===== src/rtl/nasti_lite_initiator_if.sv =====
// rtl/nasti_lite_initiator_if.sv - NASTI-Lite channel interfaces used by nasti_lite_initiator
//
// nasti_lite_req_if: initiator-driven channel (AW, W, AR).
//   valid/id/addr/prot/data/strb flow master -> slave, ready flows slave -> master.
// nasti_lite_rsp_if: target-driven channel (B, R).
//   valid/id/data/resp flow slave -> master, ready flows master -> slave.

interface nasti_lite_req_if #(
  parameter int ADDR_WIDTH = 16,
  parameter int DATA_WIDTH = 32,
  parameter int ID_WIDTH   = 2
);
  logic                    valid;
  logic                    ready;
  logic [ID_WIDTH-1:0]     id;
  logic [ADDR_WIDTH-1:0]   addr;
  logic [2:0]              prot;
  logic [DATA_WIDTH-1:0]   data;
  logic [DATA_WIDTH/8-1:0] strb;

  modport master (output valid, id, addr, prot, data, strb, input ready);
  modport slave  (input valid, id, addr, prot, data, strb, output ready);
endinterface

interface nasti_lite_rsp_if #(
  parameter int DATA_WIDTH = 32,
  parameter int ID_WIDTH   = 2
);
  logic                  valid;
  logic                  ready;
  logic [ID_WIDTH-1:0]   id;
  logic [DATA_WIDTH-1:0] data;
  logic [1:0]            resp;

  modport master (input valid, id, data, resp, output ready);
  modport slave  (output valid, id, data, resp, input ready);
endinterface


===== src/rtl/nasti_lite_initiator.sv =====
// rtl/nasti_lite_initiator.sv - single-outstanding NASTI-Lite initiator with response timeout
//
// Ports:
//   clk, rst                      clock, synchronous active-high reset
//   req_valid/req_ready           request handshake (ready only when idle)
//   req_write/addr/wdata/wstrb    request payload, latched on acceptance
//   rsp_valid/rsp_ready           response handshake
//   rsp_rdata/rsp_err             read data (0 on writes/timeouts), status
//                                 (0 OKAY, 1 timeout, 2 SLVERR, 3 DECERR)
//   nasti_aw/w/ar                 address and write-data channels (master side)
//   nasti_b/r                     write-response and read-data channels (master side)
//   stale_cnt                     saturating count of discarded b/r beats

module nasti_lite_initiator #(
  parameter int ADDR_WIDTH = 16,
  parameter int DATA_WIDTH = 32,
  parameter int ID_WIDTH   = 2,
  parameter int TIMEOUT    = 255
) (
  input  logic                    clk,
  input  logic                    rst,
  input  logic                    req_valid,
  output logic                    req_ready,
  input  logic                    req_write,
  input  logic [ADDR_WIDTH-1:0]   req_addr,
  input  logic [DATA_WIDTH-1:0]   req_wdata,
  input  logic [DATA_WIDTH/8-1:0] req_wstrb,
  output logic                    rsp_valid,
  input  logic                    rsp_ready,
  output logic [DATA_WIDTH-1:0]   rsp_rdata,
  output logic [1:0]              rsp_err,
  nasti_lite_req_if.master        nasti_aw,
  nasti_lite_req_if.master        nasti_w,
  nasti_lite_rsp_if.master        nasti_b,
  nasti_lite_req_if.master        nasti_ar,
  nasti_lite_rsp_if.master        nasti_r,
  output logic [7:0]              stale_cnt
);

  typedef enum logic [2:0] {IDLE, WADDR, WRESP, RADDR, RDATA, RESP} state_t;

  // Timer value in the last permitted wait cycle; leaving on it gives exactly
  // TIMEOUT cycles in WRESP/RDATA.
  localparam logic [15:0] TIMER_LAST = 16'(TIMEOUT - 1);

  state_t                  state_q, state_d;
  logic [ID_WIDTH-1:0]     next_tag_q;
  logic [ID_WIDTH-1:0]     cur_id_q;
  logic [ADDR_WIDTH-1:0]   addr_q;
  logic [DATA_WIDTH-1:0]   wdata_q;
  logic [DATA_WIDTH/8-1:0] wstrb_q;
  logic                    aw_done_q, w_done_q;
  logic [15:0]             timer_q;

  logic       accept, aw_hs, w_hs, ar_hs, b_hs, r_hs;
  logic       b_match, r_match, waiting, timed_out;
  logic [1:0] stale_inc;
  logic [8:0] stale_sum;
  logic       unused_b_data;

  // Write responses carry no data; keep the bus visible to lint only.
  assign unused_b_data = ^nasti_b.data;

  assign req_ready = (state_q == IDLE);
  assign rsp_valid = (state_q == RESP);

  assign nasti_aw.valid = (state_q == WADDR) && !aw_done_q;
  assign nasti_aw.id    = cur_id_q;
  assign nasti_aw.addr  = addr_q;
  assign nasti_aw.prot  = 3'b000;
  assign nasti_aw.data  = '0;
  assign nasti_aw.strb  = '0;

  assign nasti_w.valid  = (state_q == WADDR) && !w_done_q;
  assign nasti_w.id     = cur_id_q;
  assign nasti_w.addr   = '0;
  assign nasti_w.prot   = 3'b000;
  assign nasti_w.data   = wdata_q;
  assign nasti_w.strb   = wstrb_q;

  assign nasti_ar.valid = (state_q == RADDR);
  assign nasti_ar.id    = cur_id_q;
  assign nasti_ar.addr  = addr_q;
  assign nasti_ar.prot  = 3'b000;
  assign nasti_ar.data  = '0;
  assign nasti_ar.strb  = '0;

  // Beats are accepted (and, if unexpected, dropped) everywhere but RESP.
  assign nasti_b.ready  = (state_q != RESP);
  assign nasti_r.ready  = (state_q != RESP);

  always_comb begin
    state_d   = state_q;
    accept    = req_valid && req_ready;
    aw_hs     = nasti_aw.valid && nasti_aw.ready;
    w_hs      = nasti_w.valid && nasti_w.ready;
    ar_hs     = nasti_ar.valid && nasti_ar.ready;
    b_hs      = nasti_b.valid && nasti_b.ready;
    r_hs      = nasti_r.valid && nasti_r.ready;
    b_match   = b_hs && (state_q == WRESP) && (nasti_b.id == cur_id_q);
    r_match   = r_hs && (state_q == RDATA) && (nasti_r.id == cur_id_q);
    waiting   = (state_q == WRESP) || (state_q == RDATA);
    timed_out = waiting && (timer_q == TIMER_LAST);
    stale_inc = {1'b0, b_hs && !b_match} + {1'b0, r_hs && !r_match};
    stale_sum = {1'b0, stale_cnt} + {7'd0, stale_inc};

    case (state_q)
      IDLE:  if (accept) state_d = req_write ? WADDR : RADDR;
      WADDR: if ((aw_done_q || aw_hs) && (w_done_q || w_hs)) state_d = WRESP;
      WRESP: if (b_match || timed_out) state_d = RESP;
      RADDR: if (ar_hs) state_d = RDATA;
      RDATA: if (r_match || timed_out) state_d = RESP;
      RESP:  if (rsp_ready) state_d = IDLE;
      default: state_d = IDLE;
    endcase
  end

  always_ff @(posedge clk) begin
    if (rst) begin
      state_q    <= IDLE;
      next_tag_q <= '0;
      cur_id_q   <= '0;
      addr_q     <= '0;
      wdata_q    <= '0;
      wstrb_q    <= '0;
      aw_done_q  <= 1'b0;
      w_done_q   <= 1'b0;
      timer_q    <= '0;
      stale_cnt  <= '0;
      rsp_rdata  <= '0;
      rsp_err    <= 2'd0;
    end else begin
      state_q <= state_d;

      if (accept) begin
        addr_q     <= req_addr;
        wdata_q    <= req_wdata;
        wstrb_q    <= req_wstrb;
        cur_id_q   <= next_tag_q;
        next_tag_q <= next_tag_q + 1'b1;
        aw_done_q  <= 1'b0;
        w_done_q   <= 1'b0;
      end else begin
        if (aw_hs) aw_done_q <= 1'b1;
        if (w_hs)  w_done_q  <= 1'b1;
      end

      timer_q <= waiting ? timer_q + 16'd1 : 16'd0;

      // A matching beat wins over a timeout landing in the same cycle.
      if (b_match) begin
        rsp_err   <= nasti_b.resp;
        rsp_rdata <= '0;
      end else if (r_match) begin
        rsp_err   <= nasti_r.resp;
        rsp_rdata <= nasti_r.data;
      end else if (timed_out) begin
        rsp_err   <= 2'd1;
        rsp_rdata <= '0;
      end

      stale_cnt <= stale_sum[8] ? 8'hFF : stale_sum[7:0];
    end
  end

endmodule

===== src/flat_wrapper.sv =====
// flat-port wrapper written by rule: the top's interface ports become plain ports
module nasti_lite_initiator_flat 
#(
  parameter int ADDR_WIDTH = 16,
  parameter int DATA_WIDTH = 32,
  parameter int ID_WIDTH   = 2,
  parameter int TIMEOUT    = 255
)
  (clk, rst, req_valid, req_ready, req_write, req_addr, req_wdata, req_wstrb, rsp_valid, rsp_ready, rsp_rdata, rsp_err, stale_cnt, nasti_aw_valid, nasti_aw_id, nasti_aw_addr, nasti_aw_prot, nasti_aw_data, nasti_aw_strb, nasti_aw_ready, nasti_w_valid, nasti_w_id, nasti_w_addr, nasti_w_prot, nasti_w_data, nasti_w_strb, nasti_w_ready, nasti_b_valid, nasti_b_id, nasti_b_data, nasti_b_resp, nasti_b_ready, nasti_ar_valid, nasti_ar_id, nasti_ar_addr, nasti_ar_prot, nasti_ar_data, nasti_ar_strb, nasti_ar_ready, nasti_r_valid, nasti_r_id, nasti_r_data, nasti_r_resp, nasti_r_ready);
  nasti_lite_req_if #(.ADDR_WIDTH(ADDR_WIDTH), .DATA_WIDTH(DATA_WIDTH), .ID_WIDTH(ID_WIDTH)) nasti_aw_i ();
  nasti_lite_req_if #(.ADDR_WIDTH(ADDR_WIDTH), .DATA_WIDTH(DATA_WIDTH), .ID_WIDTH(ID_WIDTH)) nasti_w_i ();
  nasti_lite_rsp_if #(.DATA_WIDTH(DATA_WIDTH), .ID_WIDTH(ID_WIDTH)) nasti_b_i ();
  nasti_lite_req_if #(.ADDR_WIDTH(ADDR_WIDTH), .DATA_WIDTH(DATA_WIDTH), .ID_WIDTH(ID_WIDTH)) nasti_ar_i ();
  nasti_lite_rsp_if #(.DATA_WIDTH(DATA_WIDTH), .ID_WIDTH(ID_WIDTH)) nasti_r_i ();
  input  logic clk;
  input  logic rst;
  input  logic req_valid;
  output logic req_ready;
  input  logic req_write;
  input  logic [ADDR_WIDTH-1:0] req_addr;
  input  logic [DATA_WIDTH-1:0] req_wdata;
  input  logic [DATA_WIDTH/8-1:0] req_wstrb;
  output logic rsp_valid;
  input  logic rsp_ready;
  output logic [DATA_WIDTH-1:0] rsp_rdata;
  output logic [1:0] rsp_err;
  output logic [7:0] stale_cnt;
  output wire logic [$bits(nasti_aw_i.valid)-1:0] nasti_aw_valid;
  output wire logic [$bits(nasti_aw_i.id)-1:0] nasti_aw_id;
  output wire logic [$bits(nasti_aw_i.addr)-1:0] nasti_aw_addr;
  output wire logic [$bits(nasti_aw_i.prot)-1:0] nasti_aw_prot;
  output wire logic [$bits(nasti_aw_i.data)-1:0] nasti_aw_data;
  output wire logic [$bits(nasti_aw_i.strb)-1:0] nasti_aw_strb;
  input wire logic [$bits(nasti_aw_i.ready)-1:0] nasti_aw_ready;
  output wire logic [$bits(nasti_w_i.valid)-1:0] nasti_w_valid;
  output wire logic [$bits(nasti_w_i.id)-1:0] nasti_w_id;
  output wire logic [$bits(nasti_w_i.addr)-1:0] nasti_w_addr;
  output wire logic [$bits(nasti_w_i.prot)-1:0] nasti_w_prot;
  output wire logic [$bits(nasti_w_i.data)-1:0] nasti_w_data;
  output wire logic [$bits(nasti_w_i.strb)-1:0] nasti_w_strb;
  input wire logic [$bits(nasti_w_i.ready)-1:0] nasti_w_ready;
  input wire logic [$bits(nasti_b_i.valid)-1:0] nasti_b_valid;
  input wire logic [$bits(nasti_b_i.id)-1:0] nasti_b_id;
  input wire logic [$bits(nasti_b_i.data)-1:0] nasti_b_data;
  input wire logic [$bits(nasti_b_i.resp)-1:0] nasti_b_resp;
  output wire logic [$bits(nasti_b_i.ready)-1:0] nasti_b_ready;
  output wire logic [$bits(nasti_ar_i.valid)-1:0] nasti_ar_valid;
  output wire logic [$bits(nasti_ar_i.id)-1:0] nasti_ar_id;
  output wire logic [$bits(nasti_ar_i.addr)-1:0] nasti_ar_addr;
  output wire logic [$bits(nasti_ar_i.prot)-1:0] nasti_ar_prot;
  output wire logic [$bits(nasti_ar_i.data)-1:0] nasti_ar_data;
  output wire logic [$bits(nasti_ar_i.strb)-1:0] nasti_ar_strb;
  input wire logic [$bits(nasti_ar_i.ready)-1:0] nasti_ar_ready;
  input wire logic [$bits(nasti_r_i.valid)-1:0] nasti_r_valid;
  input wire logic [$bits(nasti_r_i.id)-1:0] nasti_r_id;
  input wire logic [$bits(nasti_r_i.data)-1:0] nasti_r_data;
  input wire logic [$bits(nasti_r_i.resp)-1:0] nasti_r_resp;
  output wire logic [$bits(nasti_r_i.ready)-1:0] nasti_r_ready;
  assign nasti_aw_valid = nasti_aw_i.valid;
  assign nasti_aw_id = nasti_aw_i.id;
  assign nasti_aw_addr = nasti_aw_i.addr;
  assign nasti_aw_prot = nasti_aw_i.prot;
  assign nasti_aw_data = nasti_aw_i.data;
  assign nasti_aw_strb = nasti_aw_i.strb;
  assign nasti_aw_i.ready = nasti_aw_ready;
  assign nasti_w_valid = nasti_w_i.valid;
  assign nasti_w_id = nasti_w_i.id;
  assign nasti_w_addr = nasti_w_i.addr;
  assign nasti_w_prot = nasti_w_i.prot;
  assign nasti_w_data = nasti_w_i.data;
  assign nasti_w_strb = nasti_w_i.strb;
  assign nasti_w_i.ready = nasti_w_ready;
  assign nasti_b_i.valid = nasti_b_valid;
  assign nasti_b_i.id = nasti_b_id;
  assign nasti_b_i.data = nasti_b_data;
  assign nasti_b_i.resp = nasti_b_resp;
  assign nasti_b_ready = nasti_b_i.ready;
  assign nasti_ar_valid = nasti_ar_i.valid;
  assign nasti_ar_id = nasti_ar_i.id;
  assign nasti_ar_addr = nasti_ar_i.addr;
  assign nasti_ar_prot = nasti_ar_i.prot;
  assign nasti_ar_data = nasti_ar_i.data;
  assign nasti_ar_strb = nasti_ar_i.strb;
  assign nasti_ar_i.ready = nasti_ar_ready;
  assign nasti_r_i.valid = nasti_r_valid;
  assign nasti_r_i.id = nasti_r_id;
  assign nasti_r_i.data = nasti_r_data;
  assign nasti_r_i.resp = nasti_r_resp;
  assign nasti_r_ready = nasti_r_i.ready;
  nasti_lite_initiator #(.ADDR_WIDTH(ADDR_WIDTH), .DATA_WIDTH(DATA_WIDTH), .ID_WIDTH(ID_WIDTH), .TIMEOUT(TIMEOUT)) u_core (.clk(clk), .rst(rst), .req_valid(req_valid), .req_ready(req_ready), .req_write(req_write), .req_addr(req_addr), .req_wdata(req_wdata), .req_wstrb(req_wstrb), .rsp_valid(rsp_valid), .rsp_ready(rsp_ready), .rsp_rdata(rsp_rdata), .rsp_err(rsp_err), .nasti_aw(nasti_aw_i), .nasti_w(nasti_w_i), .nasti_b(nasti_b_i), .nasti_ar(nasti_ar_i), .nasti_r(nasti_r_i), .stale_cnt(stale_cnt));
endmodule

===== config.mk =====
export PLATFORM = sky130hd
export DESIGN_NAME = nasti_lite_initiator_flat
export DESIGN_NICKNAME = d
export VERILOG_FILES = /design/src/rtl/nasti_lite_initiator_if.sv /design/src/rtl/nasti_lite_initiator.sv /design/src/flat_wrapper.sv
export SDC_FILE = /design/constraint.sdc
export NUM_CORES = 1
export LEC_CHECK = 0
export BUFFER_PORTS_ARGS = -buffer_cell sky130_fd_sc_hd__buf_4
export CAP_MARGIN = 20
export CORE_MARGIN = 3
export CORE_UTILIZATION = 33
export DETAILED_ROUTE_END_ITERATION = 8
export PLACE_DENSITY = 0.67
export SYNTH_ARGS = -nofsm -noshare
export SYNTH_HDL_FRONTEND = slang
export SYNTH_SLANG_ARGS = --single-unit

===== constraint.sdc =====
create_clock -name clk -period 2.35 [get_ports clk]
set_input_delay 0 -clock clk [delete_from_list [all_inputs] [get_ports clk]]
set_output_delay 0 -clock clk [all_outputs]
set_load 0.02 [all_outputs]

After elaboration in Yosys (flattened, before gate mapping). Cells that the tools add are included.

Bits in registers: 119. Bits of input ports: 134. Logic and storage cells: 78.

Add/subtract/negate cells: 4. Equal/unequal tests: 15. Muxes and demuxes: 14. Bitwise logic cells: 1. Reduce and logical (&&, ||, !) cells: 32.

Operators by type and width (count): $mux 32 (2); $mux 3 (6); $pmux 3 s6 (1); $add 16x1->16 const B (1); $eq 16x8->1 const B (1); $logic_and 1x1->1 (16); $ne 2x2->1 const B (5); $add 8x2->9 (1); $mux 2 (4); $mux 8 (1); $eq 3x2->1 const B (2); $eq 3x3->1 const B (2); $reduce_and 6->1 (1); $reduce_or 2->1 (3); $logic_or 1x1->1 (5); $eq 2x2->1 (2); $logic_not 1->1 (4); $eq 3x1->1 const B (1); $logic_not 3->1 (1); $ne 3x3->1 const B (1); $reduce_bool 3->1 (1); $add 1x1->2 (1); $add 2x1->2 const B (1); $ne 2x1->1 const B (1); other kinds (2) (2).

Longest topological paths before layout. Gate-level depths: netlist of run 1.

Word-level depth: 9. Mapped depth: 9. Gate-level depth less buffers: 8.

Least setup slack after synthesis of run 1. Ideal clock, no wire load.

Path type: register -> register. From: register u_core.cur_id_q[1], in the netlist u_core.nasti_ar.id[1]. To: register u_core.stale_cnt[5]. Library setup time: 70 ps. Data arrival time: 2582 ps. Data required time: 2280 ps. Setup slack: -302 ps. Stages on the path, launching flop included: 10. Buffers on the path: 1. Clock period less this slack: 2652 ps. Cell sequence: dfxtp_1 -> xnor2_1 -> nand3_1 -> clkbuf_1 -> and3_1 -> fa_1 -> and4_1 -> and3_1 -> or2_2 -> a21oi_1.

Longest elaborated chain between the ends: 7. Elaborated cells on any way between the ends: 11.

RTL lines: start, declared (RTL line nasti_lite_initiator.sv:48) `logic [ID_WIDTH-1:0] cur_id_q;`; start signal, assigned (RTL line nasti_lite_initiator.sv:139) `cur_id_q <= next_tag_q;`; $eq 2x2->1 (on tied branches) (RTL line nasti_lite_initiator.sv:100, nasti_lite_initiator.sv:101); $logic_and 1x1->1 (on tied branches) (RTL line nasti_lite_initiator.sv:100, nasti_lite_initiator.sv:101); $logic_not 1->1 (RTL line nasti_lite_initiator.sv:104) `stale_inc = {1'b0, b_hs && !b_match} + {1'b0, r_hs && !r_match};`; $logic_and 1x1->1 (RTL line nasti_lite_initiator.sv:104); $add 1x1->2 (*) (RTL line nasti_lite_initiator.sv:104); $add 8x2->9 (*) (RTL line nasti_lite_initiator.sv:105) `stale_sum = {1'b0, stale_cnt} + {7'd0, stale_inc};`; $mux 8 (*) (RTL line nasti_lite_initiator.sv:162) `stale_cnt <= stale_sum[8] ? 8'hFF : stale_sum[7:0];`; end signal, assigned (RTL line nasti_lite_initiator.sv:162); end, declared (RTL line nasti_lite_initiator.sv:37) `output logic [7:0] stale_cnt`.

Mark *: on every way between the ends. The rest lies on a longest branch, timed or not. A chain may end at the register's enable or synchronous reset.

Final worst setup path of run 1.
From: register u_core.state_q[0]. To: register u_core.stale_cnt[5].

Longest elaborated chain between the ends: 9. Elaborated cells on any way between the ends: 16.

RTL lines: start, declared (RTL line nasti_lite_initiator.sv:46) `state_t state_q, state_d;`; start signal, assigned (RTL line nasti_lite_initiator.sv:133) `state_q <= state_d;`; $ne 3x3->1 (RTL line nasti_lite_initiator.sv:89, nasti_lite_initiator.sv:90); $logic_and 1x1->1 (on tied branches) (RTL line nasti_lite_initiator.sv:98, nasti_lite_initiator.sv:99); $logic_and 1x1->1 (on tied branches) (2 in series) (RTL line nasti_lite_initiator.sv:100, nasti_lite_initiator.sv:101); $logic_not 1->1 (RTL line nasti_lite_initiator.sv:104); $logic_and 1x1->1 (RTL line nasti_lite_initiator.sv:104); $add 1x1->2 (*) (RTL line nasti_lite_initiator.sv:104); $add 8x2->9 (*) (RTL line nasti_lite_initiator.sv:105); $mux 8 (*) (RTL line nasti_lite_initiator.sv:162).

Marks and branches as above.

==> metrics.txt, run 1 <==
Place WS=0.133 ns; EDFF count, synth=0; Seq/Total Area, Yosys=0.425; Clk pin slew, worst setup/hold paths=0.05 ns; CORE AREA=16600 sq um; critical path type=reg2reg; Least-Margin Pin Slew=0.746 ns; die height=136 um; worst r2r dst=u_core.stale_cnt[5]; # hold bufs at CTS=93; worst-skew pair later-pin latency=0.41 ns; ant diodes=0; final hold vios=0; Remaining DRCs=0; Synth async-reset ratio=0; H-tree levels=4; Critical-path top delay cell=dfxtp_1; Startpoint Class=flip-flop; Clock Path Buffers=2; slack of the worst reg-to-reg path=0.12 ns; yosys warns=0; CTS tree=yes; syn avg cell area=8.13 sq um; CTS root buf=clkbuf_16; worst hold stages=4; synthesized area=5610 sq um; worst rel slew slack=0.502; share of the synthesized area in the top cell type=0.425; Starting Density=0.338; antenna violations before repair=0; CP Max Fanout=5; drt wl/cell=13.6 um; fmax=0.448 GHz; LEAKAGE=0.00376 uW; worst r2r src=u_core.state_q[0]; FF/Latch Area=2390 sq um; Nets=1115; FF+latch count, synth=119; fin crit share=0.950; DR iter-0 viols=163; vias in the first global route=5058; share of layout cells above drive strength 1=0.294; Power Dens Cells=885 nW/um^2; final worst slack=0.117 ns; clk sinks=119; first-pass GRT wire length=25100 um; vias after detailed routing=5372; cts bufs inserted=17; largest net degree at the start of global routing=70; crit path cell chain=and4bb_2 > nand3_4 > and3_1 > fa_2 > and4_1 > and3_1 > or2_2 > a21oi_1; FF-to-FF path depth=8; CP Capture Type=flip-flop; CP dominant cell by count=and3_1; First-pass DRT Iterations=6; unrepaired setup endpoints after global routing=false; CP required=2.68 ns; Fin Setup TNS=0 ns; number of vias per cell=4.44; Critical Path End=u_core.stale_cnt[5]; Min Hold Slack=0.0401 ns; die area=18600 sq um; Remaining Overflow, GRT=0; num ports=354; Die X=136 um; Hold WC Path Type=in2reg; Setup Buffers After CTS=0; synth unique cells=46; Fillers=1524; VDD IR max=0.486 mV; clk_skew=0.00782 ns; DP Area=7070 sq um; fin util=0.518; Pins Over Slew Limit=0; RePlAce Congestion=0.711; Area contributors post-synth=dfxtp_1, buf_4, nand2_1; Detailed Route WL=16500 um; fin area=8590 sq um; Yosys top cell by area=dfxtp_1; Max stage delay on crit path=0.34 ns; Antenna Violating Nets Remaining=0; Site Rows=47; dpl hpwl=11100 um; status=finished, final reports clean; Final setup violation count=0; Post-Synthesis Cells=690; PortBufs=224; layout overhead on the synthesized area=53.2%; area of the multi-input gates=2540 sq um; max cap viols=0; PostCTS Resize Cnt=0; WP data arrival=2.57 ns; Tot GR Track Use=0.169; Top FF cell, synth=dfxtp_1; crit path from=u_core.state_q[0]; Min Clock Period, post-route=2.23 ns
[critical path, delay by kind of cell, from the launching register on]
family | cells | cell delay (ns)
AO/OA/AOI/OAI | 1 | 0.13
adder cells (fa/ha/maj) | 1 | 0.34
flip-flops | 1 | 0.34
AND/OR/NAND/NOR | 6 | 1.35
[flip-flops by register name (all words and copies together) (netlist names)]
name and count:
u_core.next_tag_q 2, u_core.stale_cnt 8, u_core.aw_done_q 1, u_core.rsp_err 2, u_core.nasti_ar.addr 16, u_core.state_q 3, u_core.nasti_w.strb 4, u_core.timer_q 16
u_core.nasti_ar.id 2, u_core.nasti_w.data 32, u_core.rsp_rdata 32, u_core.w_done_q 1
[synth_stat cells, drive strengths merged (3+ instances only)]
| master | count |
|---|---|
| a21oi | 104 |
| and2 | 4 |
| and3 | 5 |
| and4 | 4 |
| buf | 137 |
| clkbuf | 25 |
| dfxtp | 119 |
| inv | 6 |
| nand2 | 152 |
| nand3 | 11 |
| nand4 | 5 |
| nor2 | 19 |
| nor3 | 4 |
| o211ai | 33 |
| o21ai | 8 |
| o22ai | 3 |
| or3 | 7 |
| xnor2 | 9 |
| xor2 | 9 |
[worst min-delay path by stage]
stage | slack (ns) | endpoint | from
final | 0.04 | u_core.state_q[0] | rsp_ready
after global routing | 0.07 | u_core.state_q[0] | rsp_ready
after CTS | 0.03 | u_core.state_q[0] | rsp_ready
after detailed placement | 0.25 | u_core.nasti_w.data[3] | req_wdata[3]
after global placement | 0.25 | u_core.nasti_ar.addr[10] | req_addr[10]
after floorplan | 0.14 | u_core.nasti_ar.addr[0] | req_addr[0]
[layout make-up]
class | count | share of cell area
clock buffer | 19 | 0.0515
sequential | 119 | 0.278
multi-input combinational | 499 | 0.296
clock inverter | 13 | 0.0172
timing repair buffer | 335 | 0.323
tap | 220 | 0.0320
inverter | 6 | 0.00262
[layer usage]
metal  track usage  part of all wire
met5             0                 0
met4        0.0577             0.016
met3        0.0607             0.085
met2         0.295              0.51
met1         0.190              0.39
[stage by stage]
| stage | power, uW | instances |
|---|---|---|
| floorplan | 4180 | 786 |
| global route | 8030 | 1211 |
| global placement | 4950 | 1086 |
| finish | 7600 | 1211 |
| detailed placement | 4970 | 1086 |
| CTS | 7690 | 1211 |
[cells by family after synthesis]
group	synth area share
AND/OR/NAND/NOR	0.178
buffers and inverters	0.197
AO/OA/AOI/OAI	0.161
flip-flops	0.425
XOR/XNOR	0.0281
adder cells (fa/ha/maj)	0.00803
other	0.000669
multiplexers	0.00178
[placed cells by master (no fill, tap or decap), types with 3 or more instances in the layout]
cell,netlist,routed
a21oi_1,104,104
and2_1,4,4
and3_1,5,4
and4_1,4,4
buf_4,120,240
clkbuf_16,0,17
clkinv_4,0,4
clkinvlp_4,0,4
conb_1,1,97
dfxtp_1,119,116
dlygate4sd3_1,0,93
inv_1,6,6
nand2_1,152,151
nand3_1,11,9
nand4_1,4,4
nor2_1,19,19
nor3_1,4,4
o211ai_1,33,33
o21ai_0,8,8
o22ai_1,3,3
or3_1,7,7
xnor2_1,9,7
xor2_1,9,9
[where the power goes]
part | internal (uW) | total, uW | switching, uW
registers | 2300 | 2490 | 192
clock network | 1600 | 2560 | 963
logic | 1050 | 2550 | 1500
Note: power is estimated with default switching activity, not from simulation.
==> run 2, diff against run 1 <==
--- a/config.mk
+++ b/config.mk
@@ -7,10 +7,9 @@
 export LEC_CHECK = 0
 export BUFFER_PORTS_ARGS = -buffer_cell sky130_fd_sc_hd__buf_4
 export CAP_MARGIN = 20
-export CORE_MARGIN = 3
-export CORE_UTILIZATION = 33
+export CORE_AREA = 2 2 138 140
 export DETAILED_ROUTE_END_ITERATION = 8
-export PLACE_DENSITY = 0.67
+export DIE_AREA = 0 0 140 142
 export SYNTH_ARGS = -nofsm -noshare
 export SYNTH_HDL_FRONTEND = slang
 export SYNTH_SLANG_ARGS = --single-unit
==> run 2 against run 1 <==
Effect of this change: the flow now finishes with violations (DRC); first-iteration DRC count up 70%; global-route usage down 0.70 points; clock-buffer cell count unchanged; largest power group is now combinational cells.
==> metrics.txt, run 2 (same netlist as run 1, synthesis figures left out) <==
fmax=0.447 GHz; drt wl/cell=13.4 um; CP Max Fanout=5; Hold WC Path Type=in2reg; status=finished, violations left; VDD IR max=0.547 mV; layout overhead on the synthesized area=54.5%; largest net degree at the start of global routing=58; unrepaired setup endpoints after global routing=false; Pins Over Slew Limit=0; slack of the worst reg-to-reg path=0.11 ns; CTS tree=yes; Min Hold Slack=0.0457 ns; Die X=140 um; CORE AREA=18500 sq um; num ports=354; final worst slack=0.114 ns; Min Clock Period, post-route=2.24 ns; worst r2r src=u_core.state_q[0]; clk sinks=119; FF-to-FF path depth=8; max cap viols=0; LEAKAGE=0.00380 uW; Startpoint Class=flip-flop; Fillers=1780; area of the multi-input gates=2560 sq um; Antenna Violating Nets Remaining=0; critical path type=reg2reg; Power Dens Cells=876 nW/um^2; Clock Path Buffers=2; Nets=1121; CP required=2.69 ns; vias in the first global route=5145; HP Start=rsp_ready; H-tree levels=4; Place WS=0.129 ns; final hold vios=0; most frequent cells in the layout=buf_4, nand2_1, dfxtp_1, a21oi_1, dlygate4sd3_1; Remaining DRCs=22; Site Rows=50; die height=142 um; vias after detailed routing=5350; WP data arrival=2.58 ns; Starting Density=0.304; number of vias per cell=4.35; DR iter-0 viols=277; first-pass GRT wire length=25800 um; RePlAce Congestion=0.755; Clk pin slew, worst setup/hold paths=0.06 ns; dpl hpwl=11100 um; routed wl met3=1380 um; met2 WL=8350 um; Detailed Route WL=16500 um; Final setup violation count=0; die area=19900 sq um; top sig layer=met4; CTS root buf=clkbuf_16; Remaining Overflow, GRT=0; commonest non-fill, non-tap cell in the layout=buf_4; CP Capture Type=flip-flop; Fin Setup TNS=0 ns; FF/Latch Area=2390 sq um; share of layout cells above drive strength 1=0.296; fin crit share=0.951; clk_skew=0.00845 ns; Min-Delay Endpoint=u_core.state_q[0]; First-pass DRT Iterations=9; fin util=0.469; worst r2r dst=u_core.stale_cnt[5]; PortBufs=224; Metal-1 WL=6630 um; antenna violations before repair=0; ant diodes=0; failing checks=DRC; worst rel slew slack=0.593; worst-skew pair later-pin latency=0.41 ns; cts bufs inserted=17; Tot GR Track Use=0.162; Least-Margin Pin Slew=0.611 ns; worst hold stages=4
## run 2: how the worst max path moves through the flow
stage / startpoint / to / slack [ns] / cells after the start
2_1_floorplan: u_core.state_q[2] / u_core.stale_cnt[5] / 0.0007 / 9
3_3_place_gp: u_core.state_q[0] / u_core.stale_cnt[5] / 0.14 / 8
3_5_place_dp: u_core.nasti_ar.id[0] / u_core.stale_cnt[5] / 0.13 / 8
4_1_cts: u_core.timer_q[2] / u_core.rsp_err[1] / 0.04 / 6
5_1_grt: u_core.state_q[1] / u_core.stale_cnt[5] / 0.01 / 8
6_report: u_core.state_q[0] / u_core.stale_cnt[5] / 0.11 / 8
## run 2: critical path, cell delays in order (launching register included)
cell and delay [ns]:
dfxtp_1 0.34, and4bb_2 0.35, nand3_4 0.07, and3_1 0.19, fa_2 0.34, and4_1 0.23
and3_1 0.23, or2_2 0.30, a21oi_1 0.14
## run 2: area by class of cell
class	instances	area share
Inverter	6	0.00260
Multi-Input combinational cell	499	0.295
Sequential cell	119	0.276
Tap cell	234	0.0338
Clock inverter	12	0.0149
Timing Repair Buffer	341	0.325
Clock buffer	19	0.0523
## run 2: metal layers
metal	vias to the layer above	GRT usage
met5	-	0
met4	0	0.0383
met3	11	0.0653
met2	208	0.289
met1	2447	0.181
li1	2684	-
## run 2: power breakdown
| part | internal (uW) | leakage, uW | total, uW | switching (uW) |
|---|---|---|---|---|
| registers | 2300 | 0.000969 | 2490 | 194 |
| clock network | 1600 | 0.000269 | 2540 | 941 |
| logic | 1060 | 0.00256 | 2550 | 1500 |
| total | 4960 | 0.00380 | 7590 | 2630 |
## run 2: per-stage QoR
stage	power [uW]	instance area (sq um)	std cells
CTS	7690	8650	1230
global route	8040	8660	1230
finish	7590	8660	1230
detailed placement	4960	7080	1101
global placement	4940	7080	1101
floorplan	4180	6040	786
## run 2: what timing repair did
item	CTS	global route
hold endpoints to repair	91	0
endpoints found under the setup margin	0	5
buffers inserted	0	0
gates resized for setup	0	4
hold buffers	98	0
